[config.mk]
export PLATFORM = sky130hd
export DESIGN_NAME = result_reader
export DESIGN_NICKNAME = d
export VERILOG_FILES = /design/src/rtl/result_reader.sv
export SDC_FILE = /design/constraint.sdc
export NUM_CORES = 1
export LEC_CHECK = 0
export BUFFER_PORTS_ARGS = -buffer_cell sky130_fd_sc_hd__buf_4
export CAP_MARGIN = 20
export CORE_MARGIN = 1.5
export CORE_UTILIZATION = 49
export DETAILED_ROUTE_END_ITERATION = 8
export PLACE_DENSITY = 0.69
export RECOVER_POWER = 100
export SKIP_CTS_REPAIR_TIMING = 1
export SYNTH_ARGS = -nofsm -noshare
export SYNTH_HDL_FRONTEND = slang
export SYNTH_SLANG_ARGS = --single-unit
[constraint.sdc]
create_clock -name clk -period 5.7 [get_ports clk]
set_clock_uncertainty 0.2 [all_clocks]
set_input_delay 0.285 -clock clk [delete_from_list [all_inputs] [get_ports clk]]
set_output_delay 0.285 -clock clk [all_outputs]
set_load 0.02 [all_outputs]
[src/rtl/result_reader.sv]
// Result BRAM read-back engine: linear port-B sweep, credit-limited read issue, latency-absorbing FIFO, valid/ready stream out.
// Optional macro RESULT_READER_RELU_EN zeroes negative words at the stream output.
module result_reader #(
  parameter int ADDR_W = 16,
  parameter int DATA_W = 32,
  parameter int RD_LAT = 2
) (
  input  logic              clk,
  input  logic              rstn,
  input  logic              start,
  input  logic [ADDR_W-1:0] base_addr,
  input  logic [ADDR_W-1:0] map_words,
  input  logic [7:0]        map_num,
  output logic              o_enb,
  output logic [ADDR_W-1:0] o_rd_addr,
  input  logic [DATA_W-1:0] i_rdata,
  output logic [DATA_W-1:0] o_data,
  output logic              o_valid,
  input  logic              i_ready,
  output logic              o_last_map,
  output logic              o_last,
  output logic              busy,
  output logic              done
);

  localparam int DEPTH = RD_LAT + 2;
  localparam int PW    = $clog2(DEPTH);
  localparam int CW    = $clog2(DEPTH + 1);

  typedef enum logic [1:0] {IDLE, ISSUE, DRAIN, FIN} state_t;

  state_t              r_state;
  logic [ADDR_W-1:0]   r_addr;
  logic [ADDR_W-1:0]   r_word;
  logic [ADDR_W-1:0]   r_map_words;
  logic [7:0]          r_map;
  logic [7:0]          r_map_num;
  logic                r_busy;
  logic                r_done;

  logic [RD_LAT-1:0]   r_pipe_vld;
  logic [RD_LAT-1:0]   r_pipe_lm;
  logic [RD_LAT-1:0]   r_pipe_l;

  logic [DATA_W+1:0]   r_mem [DEPTH];
  logic [PW-1:0]       r_wr_ptr;
  logic [PW-1:0]       r_rd_ptr;
  logic [CW-1:0]       r_count;

  logic [CW-1:0]       w_inflight;
  logic [CW-1:0]       w_total;
  logic                w_issue;
  logic                w_last_map;
  logic                w_last;
  logic                w_wr;
  logic                w_pop;
  logic                w_pipe_empty;
  logic [DATA_W+1:0]   w_head;

  function automatic logic [PW-1:0] ptr_inc(input logic [PW-1:0] p);
    return (p == PW'(DEPTH - 1)) ? '0 : p + PW'(1);
  endfunction

  always_comb begin
    w_inflight = '0;
    for (int i = 0; i < RD_LAT; i++) begin
      w_inflight = w_inflight + CW'(r_pipe_vld[i]);
    end
  end

  // Reads in flight plus buffered words never exceed the FIFO depth, so back-pressure cannot overflow it.
  assign w_total      = w_inflight + r_count;
  assign w_issue      = (r_state == ISSUE) && (w_total < CW'(DEPTH));
  assign w_last_map   = (r_word == r_map_words - ADDR_W'(1));
  assign w_last       = w_last_map && (r_map == r_map_num - 8'd1);
  assign w_wr         = r_pipe_vld[RD_LAT-1];
  assign w_pop        = o_valid && i_ready;
  assign w_pipe_empty = (w_inflight == '0);

  always_ff @(posedge clk or negedge rstn) begin
    if (!rstn) begin
      r_state     <= IDLE;
      r_addr      <= '0;
      r_word      <= '0;
      r_map_words <= '0;
      r_map       <= '0;
      r_map_num   <= '0;
      r_busy      <= 1'b0;
      r_done      <= 1'b0;
    end else begin
      r_done <= 1'b0;
      case (r_state)
        IDLE: begin
          if (start) begin
            r_addr      <= base_addr;
            r_map_words <= map_words;
            r_map_num   <= map_num;
            r_word      <= '0;
            r_map       <= '0;
            r_busy      <= 1'b1;
            if (map_words != '0 && map_num != 8'd0) begin
              r_state <= ISSUE;
            end else begin
              r_state <= FIN;
              r_done  <= 1'b1;
            end
          end
        end
        ISSUE: begin
          if (w_issue) begin
            r_addr <= r_addr + ADDR_W'(1);
            if (w_last_map) begin
              r_word <= '0;
              r_map  <= r_map + 8'd1;
            end else begin
              r_word <= r_word + ADDR_W'(1);
            end
            if (w_last) r_state <= DRAIN;
          end
        end
        DRAIN: begin
          // Leave as the final beat is accepted so done lands on the very next cycle.
          if (w_pipe_empty && (r_count == '0 || (r_count == CW'(1) && w_pop))) begin
            r_state <= FIN;
            r_done  <= 1'b1;
          end
        end
        FIN: begin
          r_state <= IDLE;
          r_busy  <= 1'b0;
        end
        default: r_state <= IDLE;
      endcase
    end
  end

  always_ff @(posedge clk or negedge rstn) begin
    if (!rstn) begin
      r_pipe_vld <= '0;
      r_pipe_lm  <= '0;
      r_pipe_l   <= '0;
      r_wr_ptr   <= '0;
      r_rd_ptr   <= '0;
      r_count    <= '0;
    end else begin
      r_pipe_vld[0] <= w_issue;
      r_pipe_lm[0]  <= w_issue && w_last_map;
      r_pipe_l[0]   <= w_issue && w_last;
      for (int i = 1; i < RD_LAT; i++) begin
        r_pipe_vld[i] <= r_pipe_vld[i-1];
        r_pipe_lm[i]  <= r_pipe_lm[i-1];
        r_pipe_l[i]   <= r_pipe_l[i-1];
      end
      if (w_wr)  r_wr_ptr <= ptr_inc(r_wr_ptr);
      if (w_pop) r_rd_ptr <= ptr_inc(r_rd_ptr);
      case ({w_wr, w_pop})
        2'b10:   r_count <= r_count + CW'(1);
        2'b01:   r_count <= r_count - CW'(1);
        default: r_count <= r_count;
      endcase
    end
  end

  // Flags ride alongside the word in the upper two bits of each entry.
  always_ff @(posedge clk) begin
    if (w_wr) r_mem[r_wr_ptr] <= {r_pipe_l[RD_LAT-1], r_pipe_lm[RD_LAT-1], i_rdata};
  end

  assign w_head     = r_mem[r_rd_ptr];
  assign o_valid    = (r_count != '0);
  assign o_last     = o_valid && w_head[DATA_W+1];
  assign o_last_map = o_valid && w_head[DATA_W];
`ifdef RESULT_READER_RELU_EN
  assign o_data     = (o_valid && !w_head[DATA_W-1]) ? w_head[DATA_W-1:0] : '0;
`else
  assign o_data     = o_valid ? w_head[DATA_W-1:0] : '0;
`endif
  assign o_enb      = w_issue;
  assign o_rd_addr  = r_addr;
  assign busy       = r_busy;
  assign done       = r_done;

endmodule

==> flow_summary_export.csv <==
group,metric,value,unit
layout,nNetsFinal,1025,
drt,initialDrtViolationCount,500,
critical_path,crit_type,"reg -> reg",
drt,drc,0,
yosys,synth-async-reset-ratio,0.373,
global_routing,grt_start_max_net_pins,82,
yosys,synth_area,9980,um^2
clock_network,cts_tree,"done",
layout,antenna_cells,0,
timing,hold_slack,0.150,ns
yosys,ys.flop_type,"edfxtp_1",
floorplanning,initial_core_util,0.496,
layout,area_delta_synth_final,25.2,%
critical_path,critPathMaxFanout,33,
floorplanning,ios,130,
global_routing,grt_overflow,0,
drt,dr_total_vias,6666,
yosys,ys_types,65,
drt,firstDrtPassIters,8,
yosys,yosysTopAreaCell,"edfxtp_1",
hold_path,hold_path.class,"reg -> reg",
status,status,"finished with violations",
place,gp_congestion,0.850,
run,maxCapViolations,6,
timing,setup_violations,0,
drt,top_layer_used,"met4",
critical_path,end_kind,"flip-flop",
drt,wl_per_cell,17.4,um
drt,met2_length,10800,um
power_and_ir_drop,ir_drop,0.000331,V
drt,routedLengthMet1,8870,um
floorplanning,dieHeight,146,um
layout,multi_input_area,3640,um^2
critical_path,worst_setup_path_start_kind,"flip-flop",
yosys,syn_avg_cell_area,13.9,um^2
clock_network,cts_made_buffers,24,
yosys,synth_top_area_frac,0.409,
timing,slew_headroom,-0.718,
yosys,synth_edf_count,136,
timing,rsz0062_at_grt,"false",
global_routing,grt_pass1_vias,6495,
place,port_buffers,129,
yosys,synth_nets,818,
timing,fin_crit,3.98,ns
global_routing,gr-usage-all-layers,0.197,
drt,wl,21100,um
drt,ant_nets,0,
timing,clock.fmax,252,MHz
floorplanning,dieArea,21200,um^2
critical_path,cp.arrival,4.12,ns
layout,fillers,1568,
floorplanning,rows,52,
timing,setup_tns,0,ns
global_routing,antenna_found_initial,0,
power_and_ir_drop,power.density,518,nW/um^2
global_routing,grt_pass1_wl,33800,um
drt,via_per_inst,5.49,
yosys,synthCells,720,
status,violations,"capacitance limit, slew limit",
clock_network,cts_root_buffer,"clkbuf_16",
timing,final_max_slew_viol_count,214,
power_and_ir_drop,p_leak,4.69,nW
drt,met3_length,962,um
floorplanning,die_w,146,um
timing,period_share,0.697,
timing,worst_pin_slew,2.58,ns
floorplanning,core-area,20100,um^2
yosys,synth-seq-cells,217,
yosys,synth_commonest_cells,"136 x edfxtp_1, 81 x dfrtp_1, 41 x and2_1",
place,dp_hpwl,13600,um
timing,finalHoldViolations,0,
critical_path,cp.required,5.84,ns
clock_network,worstSkewPairLatency,0.51,ns
clock_network,clkTransAtPathRegs,0.06,ns
clock_network,htreeDepth,1,
clock_network,clock_path_buffers,3,
yosys,yosysWarnings,0,
yosys,ys_top_cells_by_area,"edfxtp_1 41%, dfrtp_1 20%, mux4_2 7.7%",
yosys,yosysSeqAreaShare,0.613,
layout,layout-drive-gt1-share,0.194,
yosys,yosysMostFrequentCell,"edfxtp_1",
layout,ff_latch_area,6110,um^2
clock_network,cts.sinks,217,
[sequential cells by signal (all words and copies together) (netlist names), 2 cells and up]
signal,flops
r_mem,136
o_rd_addr,16
r_map_words,16
r_word,16
r_map,8
r_map_num,8
r_count,3
r_pipe_l,2
r_pipe_lm,2
r_pipe_vld,2
r_rd_ptr,2
r_state,2
r_wr_ptr,2
[per-stage QoR]
stage | setup slack [ns] | utilization | power [mW] | instance area [um^2] | instances
2_1_floorplan | 2.81 | - | 4.20 | 9980 | 720
3_3_place_gp | 2.38 | 0.557 | 4.98 | 11200 | 1094
3_5_place_dp | 2.26 | 0.557 | 5.09 | 11200 | 1094
4_1_cts | 2.25 | 0.596 | 6.60 | 12000 | 1137
5_1_grt | 1.34 | 0.621 | 6.89 | 12500 | 1214
6_report | 1.72 | 0.621 | 6.47 | 12500 | 1214
[cells by family (layout without fill, tap and decap cells)]
| group | after synthesis | count (layout) | synth area share |
|---|---|---|---|
| adder cells (fa/ha/maj) | 22 | 22 | 0.0276 |
| multiplexers | 73 | 73 | 0.119 |
| flip-flops | 217 | 217 | 0.613 |
| AND/OR/NAND/NOR | 208 | 208 | 0.115 |
| AO/OA/AOI/OAI | 109 | 109 | 0.0712 |
| buffers and inverters | 52 | 276 | 0.0206 |
| XOR/XNOR | 39 | 39 | 0.0342 |
[final timing paths]
kind | startpoint | end | slack, ns | cells after the start
worst max-delay path | r_state[1] | o_rd_addr[3] | 1.72 | 8
worst min-delay path | r_pipe_lm[0] | r_pipe_lm[1] | 0.15 | 0
worst max register to register | r_state[1] | o_rd_addr[3] | 1.72 | 8
worst min register to register | r_pipe_lm[0] | r_pipe_lm[1] | 0.15 | 0
max in group asynchronous | rstn | r_map_num[2] | 3.40 | 2
min in group asynchronous | rstn | r_map_words[7] | 0.71 | 2
[worst max-delay path, cell delays in order, from the launching register on]
cell and delay, ns:
dfrtp_1 0.40, inv_1 0.11, ha_1 0.83, nor2_1 0.14, nor2_2 0.14, clkbuf_1 1.05, nand2_1 0.56, o22ai_1 0.28
a21oi_1 0.07
[power breakdown]
part           internal [mW]  switching [mW]
sequential              2.03           0.332
clock                  0.906           0.593
combinational           1.13            1.48
total                   4.07            2.40
[placed cells by master, fill, tap and decap left out, types with 4 or more instances in the layout]
| cell type | synthesis | layout |
|---|---|---|
| nand3_1 | 19 | 19 |
| a311oi_1 | 5 | 5 |
| dfrtp_1 | 81 | 80 |
| nor4_1 | 13 | 13 |
| nand4_1 | 6 | 6 |
| a31oi_1 | 5 | 5 |
| nand2_1 | 39 | 39 |
| o22ai_1 | 13 | 13 |
| mux2_2 | 26 | 26 |
| clkbuf_16 | 0 | 24 |
| nor3_1 | 12 | 13 |
| ha_1 | 22 | 22 |
| clkbuf_1 | 24 | 70 |
| inv_1 | 23 | 23 |
| and4_1 | 5 | 5 |
| a21oi_1 | 24 | 24 |
| dlygate4sd3_1 | 0 | 75 |
| o21ai_0 | 27 | 28 |
| edfxtp_1 | 136 | 136 |
| and2_0 | 0 | 33 |
| clkinv_2 | 0 | 5 |
| and2_1 | 41 | 8 |
| and3_1 | 8 | 8 |
| xnor2_1 | 24 | 24 |
| mux4_2 | 34 | 34 |
| nor2_1 | 33 | 32 |
| nor2b_1 | 6 | 6 |
| a211o_1 | 4 | 4 |
| mux2i_1 | 13 | 13 |
| buf_4 | 0 | 71 |
| xor2_1 | 15 | 15 |
| nand2b_1 | 8 | 8 |
[area by class of cell]
cell class | instances | share of cell area
Sequential cell | 217 | 0.489
Multi-Input combinational cell | 451 | 0.292
Timing Repair Buffer | 210 | 0.123
Clock buffer | 34 | 0.0535
Tap cell | 270 | 0.0270
Clock inverter | 9 | 0.00841
Inverter | 23 | 0.00691
[routing by layer]
metal  global-route usage  vias up
met3               0.0298       37
li1                     -     3135
met1                0.260     3313
met4               0.0474        0
met5                    0        -
met2                0.345      181
Note: power is estimated with default switching activity, not from simulation.
